$ cat src/rtl/cpu_6502_ISA_pkg.sv
// Shared definitions for the 6502 fetch sequencer: sequencer states,
// opcode-group and addressing-mode codes, implicit opcodes, reset PC.
package cpu_6502_ISA_pkg;

   localparam logic [15:0] RESET_PC_DEFAULT = 16'h8000;

   // Each request state has a matching *_WAIT phase that holds the
   // outstanding read until mem_rvalid returns.
   typedef enum logic [2:0] {
      S_FETCH,
      S_FETCH_WAIT,
      S_OP1,
      S_OP1_WAIT,
      S_OP2,
      S_OP2_WAIT,
      S_ISSUE
   } seq_state_t;

   // Opcode groups, selected by the low two bits (cc) of aaabbbcc
   localparam logic [1:0] CC_G1 = 2'b01;
   localparam logic [1:0] CC_G2 = 2'b10;
   localparam logic [1:0] CC_G3 = 2'b00;

   // Addressing-mode codes (bbb) that matter for length decoding
   localparam logic [2:0] G1_ABS     = 3'b011;
   localparam logic [2:0] G1_ABS_Y   = 3'b110;
   localparam logic [2:0] G1_ABS_X   = 3'b111;

   localparam logic [2:0] G2_IMM     = 3'b000;
   localparam logic [2:0] G2_ACC     = 3'b010;
   localparam logic [2:0] G2_ABS     = 3'b011;
   localparam logic [2:0] G2_ILLEGAL = 3'b100;
   localparam logic [2:0] G2_IMPL    = 3'b110;
   localparam logic [2:0] G2_ABS_X   = 3'b111;

   localparam logic [2:0] G3_ABS     = 3'b011;
   localparam logic [2:0] G3_ABS_X   = 3'b111;

   // Single-byte implicit opcodes outside the x8 column
   localparam logic [7:0] OP_BRK = 8'h00;
   localparam logic [7:0] OP_JSR = 8'h20;
   localparam logic [7:0] OP_RTI = 8'h40;
   localparam logic [7:0] OP_RTS = 8'h60;
   localparam logic [7:0] OP_TXA = 8'h8A;
   localparam logic [7:0] OP_TXS = 8'h9A;
   localparam logic [7:0] OP_TAX = 8'hAA;
   localparam logic [7:0] OP_TSX = 8'hBA;
   localparam logic [7:0] OP_DEX = 8'hCA;
   localparam logic [7:0] OP_NOP = 8'hEA;

   // Every x8 opcode (PHP, CLC, ..., SED) is implied-mode, one byte
   function automatic logic is_implicit(input logic [7:0] op);
      return (op[3:0] == 4'h8) ||
             (op inside {OP_BRK, OP_RTI, OP_RTS, OP_TXA, OP_TXS,
                         OP_TAX, OP_TSX, OP_DEX, OP_NOP});
   endfunction

endpackage

$ cat src/rtl/cpu_6502_len_decode.sv
// Combinational instruction-length and illegal-opcode decoder.
module cpu_6502_len_decode
   import cpu_6502_ISA_pkg::*;
(
   input  logic [7:0] opcode,
   output logic [1:0] len,
   output logic       illegal
);

   logic [2:0] aaa;
   logic [2:0] bbb;
   logic [1:0] cc;

   assign aaa = opcode[7:5];
   assign bbb = opcode[4:2];
   assign cc  = opcode[1:0];

   // Classify by group, then by addressing mode
   always_comb begin
      // NOTE: both outputs get a default before any branch, so no path
      // leaves them unassigned and no latch is inferred.
      len     = 2'd2;
      illegal = 1'b0;
      if (is_implicit(opcode)) begin
         len = 2'd1;
      end else begin
         case (cc)
            CC_G1: begin
               if (bbb inside {G1_ABS, G1_ABS_Y, G1_ABS_X}) len = 2'd3;
            end
            CC_G2: begin
               // Column-0 opcodes 02/22/42/62 jam a real 6502; treat
               // them as undefined alongside the bbb=100 column.
               if (bbb == G2_ILLEGAL || (bbb == G2_IMM && !aaa[2])) begin
                  illegal = 1'b1;
                  len     = 2'd1;
               end else if (bbb inside {G2_ABS, G2_ABS_X}) begin
                  len = 2'd3;
               end else if (bbb inside {G2_ACC, G2_IMPL}) begin
                  len = 2'd1;
               end
            end
            CC_G3: begin
               if (opcode == OP_JSR) begin
                  len = 2'd3;
               end else if (aaa == 3'b000 && bbb[0]) begin
                  illegal = 1'b1;
                  len     = 2'd1;
               end else if (bbb inside {G3_ABS, G3_ABS_X}) begin
                  len = 2'd3;
               end
            end
            default: begin
               illegal = 1'b1;
               len     = 2'd1;
            end
         endcase
      end
   end

endmodule

$ cat src/rtl/cpu_6502_fetch_seq.sv
// 6502 instruction fetch sequencer: reads opcode and operand bytes one at
// a time, presents the assembled instruction, and follows redirects.
module cpu_6502_fetch_seq
   import cpu_6502_ISA_pkg::*;
#(
   parameter logic [15:0] RESET_PC = RESET_PC_DEFAULT
)(
   input  logic        clk,
   input  logic        rst,
   output logic        mem_req,
   output logic [15:0] mem_addr,
   input  logic        mem_rvalid,
   input  logic [7:0]  mem_rdata,
   output logic        instr_valid,
   input  logic        instr_ready,
   output logic [7:0]  instr_opcode,
   output logic [7:0]  instr_op1,
   output logic [7:0]  instr_op2,
   output logic [1:0]  instr_len,
   output logic [15:0] instr_pc,
   output logic        instr_illegal,
   input  logic        redirect_valid,
   input  logic [15:0] redirect_pc
);

   seq_state_t  state, state_n;
   logic [15:0] pc, pc_n;
   logic        discard, discard_n;
   logic        outstanding;
   logic        load_opcode, load_op1, load_op2;
   logic [1:0]  dec_len;
   logic        dec_illegal;

   cpu_6502_len_decode u_len_decode (
      .opcode  (mem_rdata),
      .len     (dec_len),
      .illegal (dec_illegal)
   );

   // A read is in flight in any wait phase, or while FETCH drains a stale one
   assign outstanding = (state == S_FETCH_WAIT) || (state == S_OP1_WAIT) ||
                        (state == S_OP2_WAIT)   || (state == S_FETCH && discard);

   // Requests are combinational so a read leaves in the same cycle the
   // state is entered; a redirect suppresses it since the PC is changing.
   assign mem_req = !rst && !redirect_valid &&
                    ((state == S_FETCH && !discard) ||
                     (state == S_OP1) || (state == S_OP2));

   // pc never moves while an instruction is being assembled or held
   assign instr_pc    = pc;
   assign instr_valid = (state == S_ISSUE);

   // Read address: opcode at pc, operands at pc+1 / pc+2
   always_comb begin
      mem_addr = pc;
      case (state)
         S_OP1:   mem_addr = pc + 16'd1;
         S_OP2:   mem_addr = pc + 16'd2;
         default: mem_addr = pc;
      endcase
   end

   // Next-state, next-pc, discard tracking and byte-capture strobes
   always_comb begin
      state_n     = state;
      pc_n        = pc;
      discard_n   = discard;
      load_opcode = 1'b0;
      load_op1    = 1'b0;
      load_op2    = 1'b0;
      if (redirect_valid) begin
         state_n   = S_FETCH;
         pc_n      = redirect_pc;
         // Data arriving this very cycle is simply dropped; otherwise the
         // in-flight read must be swallowed when it returns.
         discard_n = outstanding && !mem_rvalid;
      end else begin
         case (state)
            S_FETCH: begin
               if (discard) begin
                  if (mem_rvalid) discard_n = 1'b0;
               end else begin
                  state_n = S_FETCH_WAIT;
               end
            end
            S_FETCH_WAIT: begin
               if (mem_rvalid) begin
                  load_opcode = 1'b1;
                  state_n     = (dec_len == 2'd1) ? S_ISSUE : S_OP1;
               end
            end
            S_OP1: state_n = S_OP1_WAIT;
            S_OP1_WAIT: begin
               if (mem_rvalid) begin
                  load_op1 = 1'b1;
                  state_n  = (instr_len == 2'd3) ? S_OP2 : S_ISSUE;
               end
            end
            S_OP2: state_n = S_OP2_WAIT;
            S_OP2_WAIT: begin
               if (mem_rvalid) begin
                  load_op2 = 1'b1;
                  state_n  = S_ISSUE;
               end
            end
            S_ISSUE: begin
               if (instr_ready) begin
                  pc_n    = pc + {14'd0, instr_len};
                  state_n = S_FETCH;
               end
            end
            default: state_n = S_FETCH;
         endcase
      end
   end

   // Sequencer state, program counter and discard flag
   always_ff @(posedge clk) begin
      // NOTE: state registers use non-blocking assignments so every flop
      // samples the pre-edge values regardless of process ordering.
      if (rst) begin
         state   <= S_FETCH;
         pc      <= RESET_PC;
         discard <= 1'b0;
      end else begin
         state   <= state_n;
         pc      <= pc_n;
         discard <= discard_n;
      end
   end

   // Instruction holding registers; operands clear when a new opcode lands
   always_ff @(posedge clk) begin
      if (rst) begin
         instr_opcode  <= 8'h00;
         instr_op1     <= 8'h00;
         instr_op2     <= 8'h00;
         instr_len     <= 2'd1;
         instr_illegal <= 1'b0;
      end else begin
         if (load_opcode) begin
            instr_opcode  <= mem_rdata;
            instr_op1     <= 8'h00;
            instr_op2     <= 8'h00;
            instr_len     <= dec_len;
            instr_illegal <= dec_illegal;
         end
         if (load_op1) instr_op1 <= mem_rdata;
         if (load_op2) instr_op2 <= mem_rdata;
      end
   end

endmodule

$ cat config.mk
export PLATFORM = sky130hd
export DESIGN_NAME = cpu_6502_fetch_seq
export DESIGN_NICKNAME = d
export VERILOG_FILES = /design/src/rtl/cpu_6502_ISA_pkg.sv /design/src/rtl/cpu_6502_len_decode.sv /design/src/rtl/cpu_6502_fetch_seq.sv
export SDC_FILE = /design/constraint.sdc
export NUM_CORES = 1
export LEC_CHECK = 0
export BUFFER_PORTS_ARGS = -buffer_cell sky130_fd_sc_hd__clkbuf_2
export CORE_UTILIZATION = 40
export DETAILED_ROUTE_END_ITERATION = 12
export PLACE_DENSITY = 0.65
export SLEW_MARGIN = 5
export SYNTH_ARGS = -nofsm -noshare
export SYNTH_HDL_FRONTEND = slang
export SYNTH_SLANG_ARGS = --single-unit
$ cat constraint.sdc
create_clock -name clk -period 2.1 [get_ports clk]
set_input_delay 0.525 -clock clk [delete_from_list [all_inputs] [get_ports clk]]
set_output_delay 0.525 -clock clk [all_outputs]
set_load 0.1 [all_outputs]
# Yosys cells after proc, flatten, opt, wreduce, memory -nomap -nowiden
# Index checks and enable logic that the tools add are counted.
word_totals:
  ff_bits: 47
  latchBits: 0
  ramBits: 0
  romBits: 0
  out_inout_bits: 61
  wordCells: 117
  memories: 0
op_classes:
  add_sub_neg: 3
  mul: 0
  div: 0
  magnitude_cmp: 0
  n_eq_ne: 30
  shift: 0
  mux: 40
  bitwise: 0
  n_reduce_logical: 36
op_table:
  columns: ["operator", "n"]
  rows:
  - ["8-bit == test, second input constant", 6]
  - ["16-bit 2-to-1 mux", 3]
  - ["16-bit case mux with 2 select lines", 1]
  - ["8-bit 2-to-1 mux", 3]
  - ["3-bit case mux with 7 select lines", 1]
  - ["3-bit == test, second input constant", 6]
  - ["3-bit 2-to-1 mux", 6]
  - ["1-bit 2-to-1 mux", 17]
  - ["16-bit by 1-bit adder with 16-bit output, second input constant", 1]
  - ["16-bit by 2-bit adder with 16-bit output", 1]
  - ["16-bit by 2-bit adder with 16-bit output, second input constant", 1]
  - ["8-bit by 7-bit == test with 1-bit output, second input constant", 2]
  - ["2-bit 2-to-1 mux", 7]
  - ["2-bit nonzero test", 7]
  - ["3-bit by 2-bit == test with 1-bit output, second input constant", 4]
  - ["3-bit zero test", 3]
  - ["9-bit nonzero test", 1]
  - ["8-bit by 6-bit == test with 1-bit output, second input constant", 1]
  - ["8-bit zero test", 1]
  - ["2-bit inequality test, second input constant", 4]
  - ["1-bit logical AND", 7]
  - ["1-bit logical OR", 7]
  - ["2-bit case mux with 3 select lines", 1]
  - ["1-bit zero test", 5]
  - ["11 further kinds", 13]

# Logic depth before layout (Yosys ltp)
# Gate-level depths: netlist of run 1.
logic_depth:
  depth_word: 11
  depth_mapped: 8

# Cells and area by module
# Synthesis of run 1 repeated with hierarchy kept, for this count alone.
unflattened:
  hier_cells: 361
  area_unflattened_um2: 2882.8
by_module_without_submodules:
  columns: ["module", "instances", "cells_per_inst", "area_each_um2", "seq_area_each_um2"]
  rows:
  - ["cpu_6502_fetch_seq", 1, 337, 2713.9, 940.9]
  - ["cpu_6502_len_decode", 1, 24, 168.9, 0.0]

# Worst setup path before layout of run 1
# OpenSTA, ideal clock, no wires.
synth_path:
  path_type: "register to output"
  startpoint: "register pc[8] (netlist: instr_pc[8])"
  endpoint: "output mem_addr[9]"
  arrival_time_ns: 3.889
  slack_ns: -2.314
  stages_incl_launch_ff: 6
  n_path_buf: 1
  path_cell_list: "dfxtp_1 -> buf_2 -> nand2_1 -> nor3_1 -> nand4_1 -> o31ai_1"
synth_via:
  elab_chain_len: 2
synth_lines:
  columns: ["element", "line", "text"]
  rows:
  - ["from (decl)", "cpu_6502_fetch_seq.sv:27", "logic [15:0] pc, pc_n;"]
  - ["from (signal assigned)", "cpu_6502_fetch_seq.sv:128", "pc <= pc_n;"]
  - ["16-bit by 2-bit adder with 16-bit output or 16-bit by 1-bit adder with 16-bit output (tied branches)", "cpu_6502_fetch_seq.sv:59, cpu_6502_fetch_seq.sv:58", null]
  - ["16-bit case mux with 2 select lines (*)", "cpu_6502_fetch_seq.sv:57", "case (state)"]
  - ["to (decl)", "cpu_6502_fetch_seq.sv:11", "output logic [15:0] mem_addr,"]
# Mark *: on every way between the ends. The rest lies on a longest branch, timed or not.

# Worst setup path after layout of run 1
layout_path:
  startpoint: "register pc[1] (netlist: instr_pc[1])"
  endpoint: "output mem_addr[14]"
# The elaborated chain is that of the path after synthesis.

==> summary.txt, run 1 <==
STA
  • Fin crit period: 2.59 ns
  • Max frequency: 0.387 GHz
  • Final hold vios: 0
  • Final worst-path cycle share: 123%
  • Fin. max-slew vios: 0
  • Final worst slack: -0.486 ns
  • Final Skew: 0.00722 ns
  • Endpoints failing setup: 18
  • Headroom to the max-slew limit: 60.9%
  • RSZ-0062 raised after global routing: yes
  • Slew @ Worst Pin: 0.586 ns
  • Hold slack: 0.439 ns

Status
  • Failing checks: setup timing
  • Status: finished with violations

Setup path
  • FF-to-FF path depth: 10
  • Max FO, Critical Path: 4
  • Crit path required time: 1.57 ns
  • Worst Setup Start Kind: flip-flop
  • Crit. End Element: output port
  • Critical path arrival: 2.06 ns
  • Crit Path Class: flip-flop to output port

Synthesis
  • Avg Inst Size Synth: 7.71 um^2
  • Synth Area in Adders: 2.54%
  • Mapped Area: 2760 um^2
  • Synth Instances: 358
  • Main combinational cell family by area after synthesis: simple AND/OR/NAND/NOR gates
  • Post-Synth XOR/XNOR Area: 7.93%
  • Yosys warns: 0
  • Compound-Gate Fraction of Synth Area: 19.2%
  • Most used DFF post-synth: dfxtp_1
  • Syn nets: 392
  • Post-synthesis simple-gate area fraction: 28.1%
  • Post-synth EDFFs: 0
  • Fraction of registers with async set/reset: 0%
  • Mux share of post-synthesis cell area: 1.81%
  • Distinct cells, synth: 52
  • Synth Register Bits: 47
  • Sequential element share of the synthesized area: 34.1%

Routing
  • Total number of vias: 3077
  • First drt pass iteration count: 4
  • Vias per Instance: 5.54
  • DRT iter0 DRCs: 144
  • Final ANT Viol Nets: 0
  • Avg WL per Cell: 16.4 um
  • WL final: 9120 um
  • Post-route DRC: 0

Power
  • Switching pwr: 0.932 mW
  • Switching Share: 39.6%
  • P_int: 1.42 mW
  • Max rail drop VDD: 0.418 mV
  • Clock power share: 24.3%
  • Comb power frac: 34.9%
  • PwrDens: 506 nW/um^2
  • Pwr Total: 2.35 mW
  • Pleak: 1.97 nW
  • Sequential power share: 40.9%

Final layout
  • Syn-to-layout area delta: 68.2%
  • Nets: 511
  • Commonest non-fill, non-tap cell in the layout: clkbuf_2
  • Final core utilization: 71.5%
  • Antenna diodes: 0
  • Design area: 4640 um^2
  • Most frequent cells in the layout: clkbuf_2, nand2_1, a21oi_1, buf_4, dfxtp_1
  • Share of cells above drive strength 1: 50.6%

Floorplanning
  • Die H: 85.1 um
  • Die ar.: 7240 um^2
  • Core area: 6490 um^2
  • Rows: 29
  • Initial core utilization: 42.5%
  • Io pins: 90
  • Die W: 85.1 um

CTS
  • Clock Latency Late Sink: 0.30 ns
  • Hold buffer count at CTS: 0
  • H-tree levels: 2
  • Max clock buf depth: 2
  • CTS Sinks: 47
  • Worst-path clk slew: 0.10 ns
  • TritonCTS clock tree: done
  • TritonCTS buffer count: 5
  • Root buffer cell: clkbuf_8

Global routing
  • Largest net degree at the start of global routing: 46
  • Number of global-route vias before repair: 2692
  • Global route overflow: 0
  • Global router's overall resource usage: 23.2%
  • Antenna violations before repair: 0
  • First-pass GRT wire length: 13500 um

Place
  • Input/output buffers: 89
  • Routability-driven placement congestion ratio: 0.833
  • Placed instance area: 4070 um^2
  • Pre-CTS WS: -0.148 ns
  • DP HPWL: 6030 um

Hold path
  • Worst hold stages: 3
  • HP Class: primary input to flip-flop

Run
  • Max cap viols: 0
-- state kept, by name, summed over array words and instances (netlist names) --
name / cells
instr_opcode: 8
instr_op2: 8
discard: 1
instr_op1: 8
instr_illegal: 1
instr_pc: 16
instr_len: 2
state: 3
-- logic make-up (layout without fill, tap and decap cells) --
family | after synthesis | in the layout
AND/OR/NAND/NOR | 148 | 148
AO/OA/AOI/OAI | 89 | 89
flip-flops | 47 | 47
buffers and inverters | 39 | 159
XOR/XNOR | 25 | 25
adder cells (fa/ha/maj) | 5 | 5
multiplexers | 5 | 5
-- repair_timing --
item / in CTS / in global routing
pin swaps: 15 / 17
gates cloned: 1 / 1
gates resized for setup: 38 / 29
setup endpoints to repair: 22 / 22
buffers inserted: 6 / 14
-- Yosys cell counts, types with 4 or more instances --
cell type	count	area [um^2]
nor3_1	5	25.0
nand4_1	6	37.5
a211oi_1	5	37.5
a21oi_1	41	205
dfxtp_1	47	941
o21ai_0	8	40.0
buf_2	10	50.1
mux2i_1	5	50.1
nand2b_1	4	25.0
ha_1	4	50.1
nand2_1	49	184
inv_1	5	18.8
xnor2_1	11	96.3
nor2b_1	4	25.0
nor2_1	31	116
clkbuf_1	16	60.1
xor2_1	14	123
o21ai_1	14	70.1
nand3_1	19	95.1
nor3_2	5	50.1
a31oi_1	5	31.3
-- power groups by stage --
stage	clock network, mW	logic (mW)	registers, mW
2_1_floorplan	0	0.379	1.14
3_3_place_gp	0	0.748	0.975
3_5_place_dp	0	0.754	0.977
4_1_cts	0.579	0.781	0.957
5_1_grt	0.621	0.856	0.964
6_report	0.570	0.820	0.960
-- layout make-up --
cell class,instances,area [um^2]
clock inverter,2,15.0
tap,77,96.3
sequential,47,1010
fill,474,1850
clock buffer,6,72.6
inverter,8,30.0
multi-input combinational,272,2170
timing repair buffer,143,1250
-- critical path: stages, from the launching register on --
cell	delay (ns)
dfxtp_4	0.38
buf_6	0.10
nand3b_1	0.15
a211oi_4	0.36
nand3_4	0.15
nor3_4	0.22
xor2_4	0.20
buf_12	0.19
-- through the flow --
stage | cells | TNS [ns]
6_report | 555 | -4.47
5_1_grt | 555 | -6.10
4_1_cts | 540 | -3.85
3_5_place_dp | 525 | -0.610
3_3_place_gp | 525 | -0.287
2_1_floorplan | 358 | -5.78
-- final timing paths --
kind	startpoint	to	slack [ns]
worst min-delay path	redirect_pc[3]	instr_pc[3]	0.44
worst min register to register	instr_op2[4]	instr_op2[4]	0.46
worst max-delay path	instr_pc[1]	mem_addr[14]	-0.49
worst max register to register	instr_pc[0]	instr_pc[12]	-0.07
-- layer usage --
layer | GRT usage (%) | vias to the layer above | routed length, um
met5 | 0 | - | 0
met4 | 4.78 | 0 | 129
met3 | 4.38 | 14 | 484
met2 | 41.6 | 106 | 4810
met1 | 28.9 | 1469 | 3700
li1 | - | 1488 | -
Power figures use the tool's default switching activity.
==> run 2: changes to the inputs <==
ABC_AREA = 1   (was not set)
PLACE_DENSITY = not set   (was 0.65)
SKIP_LAST_GASP = 1   (was not set)
==> summary.txt, run 2 <==
Final layout
  • Commonest non-fill, non-tap cell in the layout: nand2_1
  • Syn-to-layout area delta: 67.5%
  • Antenna diodes: 0 (unchanged)
  • Final core utilization: 70.3% (-1.2 points)
  • Most frequent cells in the layout: nand2_1, clkbuf_2, buf_4
  • Share of cells above drive strength 1: 43.7% (-6.9 points)
  • Max FFs per register: 16 (unchanged)
  • Nets: 642 (+26%)

Floorplanning
  • Die W: 87.1 um (+2.4%)
  • Die ar.: 7590 um^2 (+4.9%)
  • Core area: 6910 um^2 (+6.3%)
  • Io pins: 90 (unchanged)
  • Rows: 30 (+3.4%)
  • Die H: 87.1 um (+2.4%)
  • Initial core utilization: 42.0% (-0.52 points)

Place
  • Input/output buffers: 89 (unchanged)
  • Routability-driven placement congestion ratio: 0.919 (+10%)
  • DP HPWL: 7500 um (+24%)

Synthesis
  • Yosys warns: 0 (unchanged)
  • Mapped Area: 2900 um^2 (+5.0%)
  • Post-synth top area share: 32.5% (-1.6 points)
  • Synth top cells by count: nand2_1, inv_1, dfxtp_1
  • Synth Instances: 460 (+28%)
  • Fraction of registers with async set/reset: 0% (unchanged)
  • Post-synth EDFFs: 0 (unchanged)
  • Distinct cells, synth: 36 (-31%)
  • Sequential element share of the synthesized area: 32.5% (-1.6 points)
  • Count leader, synth: nand2_1
  • Post-synth top area cell: dfxtp_1
  • Avg Inst Size Synth: 6.30 um^2 (-18%)
  • Syn nets: 494 (+26%)
  • Synth Register Bits: 47 (unchanged)
  • Most used DFF post-synth: dfxtp_1
  • Top post-synthesis cells by area: dfxtp_1, nand2_1, a21oi_1, inv_1, o21ai_0

CTS
  • TritonCTS clock tree: done
  • Clock Latency Late Sink: 0.32 ns (+0.02 ns)
  • Worst-path clk slew: 0.11 ns (about the same)
  • Hold buffer count at CTS: 0 (unchanged)
  • H-tree levels: 2 (unchanged)
  • Root buffer cell: clkbuf_8
  • CTS Sinks: 47 (unchanged)
  • Max clock buf depth: 2 (unchanged)
  • TritonCTS buffer count: 5 (unchanged)

Power
  • PwrDens: 545 nW/um^2 (+7.6%)
  • Pleak: 2.18 nW (+11%)
  • Max rail drop VDD: 0.386 mV (-7.6%)
  • Pwr Total: 2.64 mW (+13%)

Setup path
  • Crit path required time: 1.57 ns (about the same)
  • Capture point of the worst reg-to-reg path: instr_pc[14]
  • Max FO, Critical Path: 5 (+1)
  • Worst path depth: 10 (+3)
  • Crit path from: state[1]
  • Critical path's slowest cell: dfxtp_4
  • RR Startpoint: instr_pc[0]
  • CP bufs+invs: 3 (+1)
  • FF-to-FF path depth: 12 (+2)
  • Worst Setup Start Kind: flip-flop
  • Crit. End Element: output port
  • Critical path arrival: 1.91 ns (-0.15 ns)
  • Worst path max stage delay: 0.39 ns (about the same)
  • Crit-path leading delay family: simple AND/OR/NAND/NOR gates
  • R2r setup slk: 0.08 ns (+0.15 ns)
  • Crit-path most repeated cell: nand2_4
  • Crit Path Class: flip-flop to output port
  • Worst path cell trace: inv_4, nand2_4, nor2_4, nand4_1, nand2_2, nand3_4, clkinv_4, nand2_4, a21oi_4, buf_12

STA
  • RSZ-0062 raised after global routing: yes
  • Fin crit period: 2.44 ns (-0.146 ns)
  • Final Skew: 0.0130 ns (+0.00581 ns)
  • Headroom to the max-slew limit: 63.4% (+2.4 points)
  • Final worst-path cycle share: 116% (-7.0 points)
  • Endpoints failing setup: 17 (-1)
  • Fin. max-slew vios: 0 (unchanged)
  • Slew @ Worst Pin: 0.552 ns (-0.0343 ns)
  • Max frequency: 0.410 GHz (+6.0%)
  • Final hold vios: 0 (unchanged)
  • Final worst slack: -0.339 ns (+0.146 ns)
  • Setup TNS: -4.22 ns (+0.249 ns)

Global routing
  • Global router's overall resource usage: 27.4% (+4.3 points)
  • Number of global-route vias before repair: 3433 (+28%)
  • Antenna violations before repair: 0 (unchanged)
  • Largest net degree at the start of global routing: 28 (-39%)
  • Global route overflow: 0 (unchanged)
  • First-pass GRT wire length: 16200 um (+20%)

Routing
  • Post-route DRC: 0 (unchanged)
  • WL final: 10400 um (+14%)
  • First drt pass iteration count: 4 (unchanged)
  • Avg WL per Cell: 14.7 um (-11%)
  • Total number of vias: 3638 (+18%)
  • DRT iter0 DRCs: 156 (+8.3%)
  • Final ANT Viol Nets: 0 (unchanged)
  • Vias per Instance: 5.16 (-6.9%)

Run
  • Max cap viols: 0 (unchanged)

Hold path
  • Worst Hold Path EP: instr_pc[10]
  • HP Class: primary input to flip-flop
  • HP Start: redirect_pc[10]
  • Worst hold stages: 3 (unchanged)

Status
  • Status: finished with violations
  • Failing checks: setup timing
## run 2: changes by cell type after synthesis, moves of 7 or more
| cell | change |
|---|---|
| o21ai_0 | +24 |
| xor2_1 | -7 |
| o21ai_1 | -10 |
| nor2_1 | +9 |
| xnor2_1 | -11 |
| clkbuf_1 | -9 |
| nand2_1 | +84 |
| buf_2 | -7 |
| inv_1 | +46 |
## run 2: worst max-delay path by stage
stage | end | slack (ns)
after detailed placement | mem_req | -0.004
final | mem_addr[13] | -0.34
after CTS | mem_addr[13] | -0.31
after floorplan | mem_addr[14] | -0.76
after global placement | mem_addr[13] | 0.02
after global routing | mem_addr[13] | -0.41
## run 2: per-layer routing
layer	wire length, um	track usage (%)
met5	0	0
met4	216	7.90
met3	470	3.79
met2	5410	51.0
met1	4260	32.7
## run 2: metrics by stage
stage	area, um^2	setup WS [ns]	instances	hold WS, ns
after floorplan	3270	-0.764	460	0.528
after global placement	4290	0.0166	666	0.450
after detailed placement	4290	-0.00441	666	0.458
after CTS	4680	-0.309	693	0.453
after global routing	4860	-0.408	705	0.443
final	4860	-0.339	705	0.443
## run 2: repair_timing
action                                  in CTS  in global routing
buffers inserted                            20                 13
endpoints found under the setup margin      16                 21
resized for setup                           28                 23
pin swaps                                   17                 18
## run 2: kinds of logic after synthesis
family	synth area share (%)
fa+ha+maj	2.42
flops	32.5
compound gates	20.0
xor+xnor	2.11
simple gates	33.3
buf+inv	9.71
## run 2: area by class of cell
cell class | count | area [um^2]
Multi-Input combinational cell | 342 | 2120
Fill cell | 602 | 2050
Timing Repair Buffer | 154 | 1230
Sequential cell | 47 | 1010
Inverter | 58 | 243
Tap cell | 96 | 120
Clock buffer | 7 | 119
Clock inverter | 1 | 11.3
## run 2: tightest hold or removal path, delay by kind of cell
| family | cells | cell delay (ns) |
|---|---|---|
| simple gates | 1 | 0.05 |
| compound gates | 1 | 0.07 |
| buf+inv | 1 | 0.08 |
## run 2: report_power, final
part           total, mW  switching, mW  internal [mW]  leakage (nW)
Combinational      0.942          0.651          0.290          1.72
Sequential         0.953         0.0387          0.914         0.395
Clock              0.750          0.362          0.388        0.0666
